File: config.mk
export PLATFORM = sky130hd
export DESIGN_NAME = alu_serial_seq_flat
export DESIGN_NICKNAME = d
export VERILOG_FILES = /design/src/rtl/alu_serial_seq_if.sv /design/src/rtl/alu_serial_seq.sv /design/src/flat_wrapper.sv
export SDC_FILE = /design/constraint.sdc
export NUM_CORES = 1
export LEC_CHECK = 0
export CORE_MARGIN = 5
export CORE_UTILIZATION = 50
export CTS_CLUSTER_SIZE = 10
export DETAILED_ROUTE_END_ITERATION = 16
export HOLD_SLACK_MARGIN = 0.15
export PLACE_DENSITY = 0.87
export SYNTH_ARGS = -nofsm -noshare
export SYNTH_HDL_FRONTEND = slang
export SYNTH_SLANG_ARGS = --single-unit
File: constraint.sdc
create_clock -name clk -period 2.6 [get_ports clk]
set_clock_uncertainty 0.15 [all_clocks]
set_input_delay 0.65 -clock clk [delete_from_list [all_inputs] [get_ports clk]]
set_output_delay 0.65 -clock clk [all_outputs]
set_load 0.02 [all_outputs]
File: src/rtl/alu_serial_seq_if.sv
// Host-side handshake and result bundle for the bit-serial ALU sequencer.
// master = requester, slave = sequencer.
interface alu_serial_seq_if #(
    parameter int WIDTH = 16
);
    logic             start;
    logic [2:0]       cmd;
    logic [WIDTH-1:0] a;
    logic [WIDTH-1:0] b;
    logic             ready;
    logic             done;
    logic             err;
    logic [WIDTH-1:0] result;
    logic             cout;
    logic             ofl;

    modport master (
        output start, cmd, a, b,
        input  ready, done, err, result, cout, ofl
    );

    modport slave (
        input  start, cmd, a, b,
        output ready, done, err, result, cout, ofl
    );
endinterface

File: src/rtl/alu_serial_seq.sv
// Bit-serial WIDTH-bit ALU sequencer driving one external 1-bit slice,
// LSB first, with carry threaded between bits.
module alu_serial_seq #(
    parameter int WIDTH = 16
) (
    input  logic           clk,
    input  logic           rst,
    alu_serial_seq_if.slave bus,
    output logic           sl_a,
    output logic           sl_b,
    output logic           sl_cin,
    output logic [1:0]     sl_op,
    output logic           sl_inva,
    output logic           sl_invb,
    input  logic           sl_out,
    input  logic           sl_cout
);

    localparam int IW = $clog2(WIDTH);

    typedef enum logic [1:0] {
        S_IDLE = 2'd0,
        S_RUN  = 2'd1,
        S_DONE = 2'd2
    } state_t;

    typedef enum logic [2:0] {
        C_ADD  = 3'd0,
        C_SUB  = 3'd1,
        C_NAND = 3'd2,
        C_OR   = 3'd3,
        C_XOR  = 3'd4,
        C_RSUB = 3'd5
    } cmd_t;

    state_t           state_q, state_d;
    cmd_t             cmd_q, cmd_d;
    logic [WIDTH-1:0] a_q, a_d;
    logic [WIDTH-1:0] b_q, b_d;
    logic [WIDTH-1:0] result_q, result_d;
    logic [IW-1:0]    idx_q, idx_d;
    logic             carry_q, carry_d;
    logic             cout_q, cout_d;
    logic             ofl_q, ofl_d;
    logic             ready_q, ready_d;
    logic             done_q, done_d;
    logic             err_q, err_d;

    logic             illegal;
    logic             is_arith;
    logic             last;

    assign illegal  = (bus.cmd[2:1] == 2'b11);
    assign is_arith = (cmd_q == C_ADD) || (cmd_q == C_SUB) || (cmd_q == C_RSUB);
    assign last     = (idx_q == IW'(WIDTH - 1));

    assign bus.ready  = ready_q;
    assign bus.done   = done_q;
    assign bus.err    = err_q;
    assign bus.result = result_q;
    assign bus.cout   = cout_q;
    assign bus.ofl    = ofl_q;

    // Slice stimulus is live only in RUN; everything else parks at 0.
    always_comb begin
        sl_a    = 1'b0;
        sl_b    = 1'b0;
        sl_cin  = 1'b0;
        sl_op   = 2'b00;
        sl_inva = 1'b0;
        sl_invb = 1'b0;
        if (state_q == S_RUN) begin
            sl_a   = a_q[idx_q];
            sl_b   = b_q[idx_q];
            sl_cin = carry_q;
            unique case (cmd_q)
                C_ADD:   sl_op = 2'b00;
                C_SUB:   sl_invb = 1'b1;
                C_RSUB:  sl_inva = 1'b1;
                C_NAND:  sl_op = 2'b01;
                C_OR:    sl_op = 2'b10;
                C_XOR:   sl_op = 2'b11;
                default: sl_op = 2'b00;
            endcase
        end
    end

    always_comb begin
        state_d  = state_q;
        cmd_d    = cmd_q;
        a_d      = a_q;
        b_d      = b_q;
        result_d = result_q;
        idx_d    = idx_q;
        carry_d  = carry_q;
        cout_d   = cout_q;
        ofl_d    = ofl_q;
        ready_d  = ready_q;
        done_d   = 1'b0;
        err_d    = 1'b0;
        unique case (state_q)
            S_IDLE: begin
                if (bus.start) begin
                    if (illegal) begin
                        err_d = 1'b1;
                    end else begin
                        cmd_d    = cmd_t'(bus.cmd);
                        a_d      = bus.a;
                        b_d      = bus.b;
                        result_d = '0;
                        carry_d  = (bus.cmd == C_SUB) || (bus.cmd == C_RSUB);
                        idx_d    = '0;
                        ready_d  = 1'b0;
                        state_d  = S_RUN;
                    end
                end
            end
            S_RUN: begin
                result_d[idx_q] = sl_out;
                carry_d         = sl_cout;
                if (last) begin
                    // Overflow = carry into MSB xor carry out of MSB.
                    cout_d  = is_arith & sl_cout;
                    ofl_d   = is_arith & (carry_q ^ sl_cout);
                    done_d  = 1'b1;
                    state_d = S_DONE;
                end else begin
                    idx_d = idx_q + IW'(1);
                end
            end
            S_DONE: begin
                ready_d = 1'b1;
                state_d = S_IDLE;
            end
            default: begin
                ready_d = 1'b1;
                state_d = S_IDLE;
            end
        endcase
    end

    always_ff @(posedge clk or negedge rst) begin
        if (!rst) begin
            state_q  <= S_IDLE;
            cmd_q    <= C_ADD;
            a_q      <= '0;
            b_q      <= '0;
            result_q <= '0;
            idx_q    <= '0;
            carry_q  <= 1'b0;
            cout_q   <= 1'b0;
            ofl_q    <= 1'b0;
            ready_q  <= 1'b1;
            done_q   <= 1'b0;
            err_q    <= 1'b0;
        end else begin
            state_q  <= state_d;
            cmd_q    <= cmd_d;
            a_q      <= a_d;
            b_q      <= b_d;
            result_q <= result_d;
            idx_q    <= idx_d;
            carry_q  <= carry_d;
            cout_q   <= cout_d;
            ofl_q    <= ofl_d;
            ready_q  <= ready_d;
            done_q   <= done_d;
            err_q    <= err_d;
        end
    end

endmodule

File: src/flat_wrapper.sv
// flat-port wrapper written by rule: the top's interface ports become plain ports
module alu_serial_seq_flat 
#(
    parameter int WIDTH = 16
)
  (clk, rst, sl_a, sl_b, sl_cin, sl_op, sl_inva, sl_invb, sl_out, sl_cout, bus_start, bus_cmd, bus_a, bus_b, bus_ready, bus_done, bus_err, bus_result, bus_cout, bus_ofl);
  alu_serial_seq_if #(.WIDTH(WIDTH)) bus_i ();
  input  logic clk;
  input  logic rst;
  output logic sl_a;
  output logic sl_b;
  output logic sl_cin;
  output logic [1:0] sl_op;
  output logic sl_inva;
  output logic sl_invb;
  input  logic sl_out;
  input  logic sl_cout;
  input wire logic [$bits(bus_i.start)-1:0] bus_start;
  input wire logic [$bits(bus_i.cmd)-1:0] bus_cmd;
  input wire logic [$bits(bus_i.a)-1:0] bus_a;
  input wire logic [$bits(bus_i.b)-1:0] bus_b;
  output wire logic [$bits(bus_i.ready)-1:0] bus_ready;
  output wire logic [$bits(bus_i.done)-1:0] bus_done;
  output wire logic [$bits(bus_i.err)-1:0] bus_err;
  output wire logic [$bits(bus_i.result)-1:0] bus_result;
  output wire logic [$bits(bus_i.cout)-1:0] bus_cout;
  output wire logic [$bits(bus_i.ofl)-1:0] bus_ofl;
  assign bus_i.start = bus_start;
  assign bus_i.cmd = bus_cmd;
  assign bus_i.a = bus_a;
  assign bus_i.b = bus_b;
  assign bus_ready = bus_i.ready;
  assign bus_done = bus_i.done;
  assign bus_err = bus_i.err;
  assign bus_result = bus_i.result;
  assign bus_cout = bus_i.cout;
  assign bus_ofl = bus_i.ofl;
  alu_serial_seq #(.WIDTH(WIDTH)) u_core (.clk(clk), .rst(rst), .bus(bus_i), .sl_a(sl_a), .sl_b(sl_b), .sl_cin(sl_cin), .sl_op(sl_op), .sl_inva(sl_inva), .sl_invb(sl_invb), .sl_out(sl_out), .sl_cout(sl_cout));
endmodule
Word-level counts from Yosys, hierarchy flattened
Index checks and enable logic that the tools add are counted.
W data, S select, Z words.
{ "totals": {"register_bits": 63, "latch_bits": 0, "mem_bits_rw": 0, "mem_bits_ro": 0, "input_bits": 40, "out_inout_bits": 28, "elab_cells": 85, "mem_count": 0} }
{ "classes": {"n_addsub": 1, "multipliers": 0, "div_mod_pow": 0, "n_lt_le_gt_ge": 2, "n_eq_ne": 14, "shift": 0, "n_mux": 38, "bitwise": 5, "n_reduce_logical": 13} }
{ "op_table": {"columns": ["cell", "n"], "rows": [
  ["$mux W16", 2],
  ["$pmux W16 S2", 1],
  ["$mux W1", 19],
  ["$bwmux W16", 1],
  ["$mux W4", 3],
  ["$reduce_and A3 Y1", 4],
  ["$eq A3 B3 Y1 const B", 3],
  ["$bmux W1 S4", 2],
  ["$mux W2", 4],
  ["$pmux W4 S2", 1],
  ["$eq A3 B1 Y1 const B", 2],
  ["$eq A3 B2 Y1 const B", 2],
  ["$ne A2 B2 Y1 const B", 3],
  ["$pmux W2 S3", 1],
  ["$lt A4 B5 Y1 const B", 1],
  ["$add A4 B1 Y4 const B", 1],
  ["$demux W1 S4", 1],
  ["$eq A4 B4 Y1 const B", 1],
  ["$ge A4 B1 Y1 const B", 1],
  ["$pmux W1 S2", 2],
  ["$pmux W2 S2", 1],
  ["$reduce_and A4 Y1", 1],
  ["$logic_not A3 Y1", 1],
  ["$logic_or A1 B1 Y1", 3],
  ["10 further kinds", 12]
]} }

Longest topological paths before layout
{ "logic_depth": {"word_depth": 6, "mapped_depth": 7, "mapped_depth_nobuf": 6} }

Least setup slack after synthesis
Ideal clock, no wire load.
{ "synth_path": {"path_kind": "reg-to-output", "startpoint": "register u_core.idx_q[0]", "endpoint": "output sl_b", "t_arrival_ns": 1.526, "required_ns": 1.800, "path_slack_ns": 0.274, "path_stages_with_launch": 7, "n_path_buf": 2, "path_cell_list": "dfrtp_1 > buf_2 > buf_4 > mux2i_1 > a22oi_1 > o221ai_1 > o22ai_1"} }
{ "synth_between": {"elab_chain_len": 3} }
{ "synth_lines": {"columns": ["element", "line", "rtl"], "rows": [
  ["from (decl)", "alu_serial_seq.sv:41", "logic [IW-1:0] idx_q, idx_d;"],
  ["from (signal assigned)", "alu_serial_seq.sv:162", "idx_q <= idx_d;"],
  ["$bmux W1 S4", "alu_serial_seq.sv:74", "sl_b = b_q[idx_q];"],
  ["$mux W1 (not written as such)", "alu_serial_seq.sv:74", null],
  ["$mux W1", "alu_serial_seq.sv:72", "if (state_q == S_RUN) begin"],
  ["to (decl)", "flat_wrapper.sv:11", "output logic sl_b;"]
]} }
Every way passes these cells. The select of a mux whose other input is x is not followed.

Worst setup path in the final report
{ "layout_path": {"startpoint": "register u_core.idx_q[0]", "endpoint": "output sl_a"} }
{ "layout_between": {"elab_chain_len": 3} }
{ "layout_lines": {"columns": ["element", "line", "rtl"], "rows": [
  ["$bmux W1 S4", "alu_serial_seq.sv:73", "sl_a = a_q[idx_q];"],
  ["$mux W1 (not written as such)", "alu_serial_seq.sv:73", null],
  ["$mux W1", "alu_serial_seq.sv:72", null],
  ["to (decl)", "flat_wrapper.sv:10", "output logic sl_a;"]
]} }
Every way passes these cells. The select of a mux whose other input is x is not followed.

==> metrics.yaml <==
run_status:
  status: "completed"
worst_setup_path:
  reg2reg_slack_ns: 0.51
  path_class: "reg2out"
  cp_slowest_stage_delay_ns: 0.40
  cp.required_ns: 1.80
  critical_path.cell_chain: "buf_12 > mux2i_1 > a22oi_1 > o221ai_2 > o22ai_2 > buf_4"
  end_kind: "output port"
  r2r_cells: 5
  cp.arrival_ns: 1.75
  cp_slowest_cell: "dfrtp_1"
  start_kind: "register"
  reg2reg_to: "u_core.bus.result[6]$_DFFE_PN0P_"
  rr_startpoint: "u_core.state_q[1]$_DFFE_PN0P_"
  cp_max_fo: 17
timing:
  worst_slew_pin_slew_ns: 0.560
  maxSlewViolCount: 0
  rsz0062_at_grt: "true"
  fin_tns_setup_ns: 0
  post-route-period-util_pct: 98.1
  period_minus_slack_ns: 2.55
  fmax_mhz: 392
  max_slew_margin_pct: 62.7
  setup_viol: 0
  fin_ws_ns: 0.0504
  hold_violations: 0
route:
  met2_length_um: 3540
  avgRoutedWirePerCell_um: 13.8
  ant_nets: 0
  vias: 2540
  wl_met1_um: 2760
  wl_met3_um: 487
  drtIter0Drc: 131
  viasPerCell: 5.12
  top_layer_used: "met4"
  dr.pass1.iters: 4
  routed_wirelength_um: 6870
  drc: 0
floorplanning:
  core_mm2: 0.00596
  io_pins: 68
  die_w_um: 88.3
  die_y_um: 88.3
  fp.dieArea_mm2: 0.00779
  start_util_pct: 51.4
  rows: 28
clock_tree:
  root_buffer: "clkbuf_8"
  numClockSinks: 63
  ctsHoldBuffers: 0
  clkTransAtPathRegs_ns: 0.07
  clock_path_buffers: 2
  numCtsBuffers: 9
  htree_levels: 3
  cts_setup_buffers: 0
  cts_tree: "done"
  worstSkewPairLatency_ns: 0.34
power:
  ir_worst_vdd_mv: 0.776
  p_total_mw: 4.75
  leakage_nw: 1.94
  p_per_area_mw_per_mm2: 1180
global_route:
  grt_max_degree: 51
  first_global_vias: 2586
  grt_overflow: 0
  grt_usage_pct: 19.4
  antenna_found_initial: 0
  grt_pass1_wl_um: 11700
layout:
  final_nets: 460
  drive_above_1_share_pct: 11.4
  num_antenna_cells: 0
  fillers: 493
  area_growth_pct: 31.5
synth:
  synth_edf_count: 0
  async_reset_ff_share_pct: 100
  synth_seq_cells: 63
  synth_area_per_cell_um2: 8.90
  synthCells: 344
  synthFlopType: "dfrtp_1"
  yosysTopAreaCell: "dfrtp_1"
  netlist_area_mm2: 0.00306
  yosysSeqAreaShare_pct: 51.5
  yosysTopAreaCellShare_pct: 50.7
  post_synth_num_cell_types: 38
  syn_nets: 388
  yosysWarnings: 0
  synth_area_leaders: "dfrtp_1, nand2_1, buf_6"
job:
  drv_cap: 0
placement:
  preCtsSetupSlack_ns: -0.0479
  place_congestion: 0.882
  port_buffers: 67
  dp_hpwl_um: 5050
worst_hold_path:
  hp-class: "in2async"
power by group:
| part | switching, mW | total, mW | internal (mW) |
|---|---|---|---|
| Clock | 0.371 | 0.893 | 0.522 |
| Combinational | 1.17 | 2.16 | 0.990 |
| Sequential | 0.298 | 1.70 | 1.40 |
| Total | 1.84 | 4.75 | 2.91 |
cell type report:
class	count	area, µm²	area share, %
clock buffers	14	173	4.29
clock inverters	2	37.5	0.932
inverters	5	18.8	0.466
multi-input cells	257	1350	33.5
flip-flops and latches	63	1580	39.2
well taps	75	93.8	2.33
repair buffers	80	777	19.3
layout by cell type (no fill, tap or decap), types with 2 or more instances in the layout:
cell and n:
a21oi_1 4, a22oi_1 4, buf_12 2, buf_4 13, clkbuf_1 2, clkbuf_8 12, clkdlybuf4s50_1 59, dfrtp_1 62
dlygate4sd2_1 5, ha_1 4, inv_1 5, mux2_2 8, mux2i_1 8, nand2_1 141, nand2b_1 5, nand3_1 5
nand3b_1 4, nor2_1 25, nor2b_1 2, nor3_1 6, o21ai_1 17, o221ai_1 2, o221ai_2 2, xnor2_1 2
routing by layer:
layer / track usage [%] / up-vias
li1: - / 1259
met2: 33.7 / 72
met1: 23.2 / 1197
met4: 8.38 / 0
met3: 4.00 / 12
met5: 0 / -
kinds of logic (layout without fill, tap and decap cells):
| kind of cell | after synthesis | after routing | synth area share (%) |
|---|---|---|---|
| xor gates and xnor gates | 3 | 3 | 0.858 |
| DFF | 63 | 63 | 51.5 |
| buffers and inverters | 24 | 101 | 5.39 |
| and+or+nand+nor | 199 | 199 | 27.6 |
| adders and majority gates | 4 | 4 | 1.63 |
| muxes | 16 | 16 | 5.56 |
| AOI/OAI and AO/OA | 35 | 35 | 7.43 |
registers in the layout (all words and copies together) (netlist names):
signal and flops:
u_core.cmd_q 3, u_core.bus.cout 1, u_core.a_q 16, u_core.bus.err 1, u_core.bus.ofl 1, u_core.carry_q 1
u_core.state_q 2, u_core.bus.done 1, u_core.idx_q 4, u_core.b_q 16, u_core.bus.result 16, u_core.bus.ready 1
worst max-delay path by stage:
| stage | start | end | depth (start not counted) |
|---|---|---|---|
| 3_3_place_gp | u_core.idx_q[0]$_DFFE_PN0P_ | sl_b | 6 |
| 3_5_place_dp | u_core.idx_q[0]$_DFFE_PN0P_ | sl_a | 6 |
| 6_report | u_core.idx_q[0]$_DFFE_PN0P_ | sl_a | 6 |
| 4_1_cts | u_core.idx_q[0]$_DFFE_PN0P_ | sl_a | 6 |
| 2_1_floorplan | u_core.idx_q[0]$_DFFE_PN0P_ | sl_b | 6 |
| 5_1_grt | u_core.idx_q[0]$_DFFE_PN0P_ | sl_b | 6 |
synth_stat cells (2+ instances only):
cell type,number
mux2i_1,8
ha_1,4
a22oi_1,4
buf_2,3
o221ai_1,4
nor2b_1,4
buf_6,9
dfrtp_1,62
xnor2_1,2
nand2b_1,5
o21ai_1,17
nor2_1,25
nand3b_1,4
nor3_1,6
o22ai_1,2
inv_1,5
mux2_2,8
nand3_1,5
a21oi_1,4
clkbuf_1,5
nand2_1,141
per-stage QoR:
step	area, µm²	utilization, %	instances	hold WS, ns
after CTS	4000	67.2	496	0.152
after floorplan	3060	-	344	0.204
after global routing	4030	67.6	496	0.182
final	4030	67.6	496	0.141
after detailed placement	3800	63.8	480	0.312
after global placement	3800	63.8	480	0.300
critical path, delay by kind of cell, from the launching register on:
family	cells	cell delay, ns
compound gates	3	0.55
mux	1	0.12
flops	1	0.40
buf+inv	2	0.33
timing repair:
item	in CTS	in global routing
endpoints found under the setup margin	7	3
resized for setup	14	7
pin swaps	0	4
(Power assumes the default switching activity.)
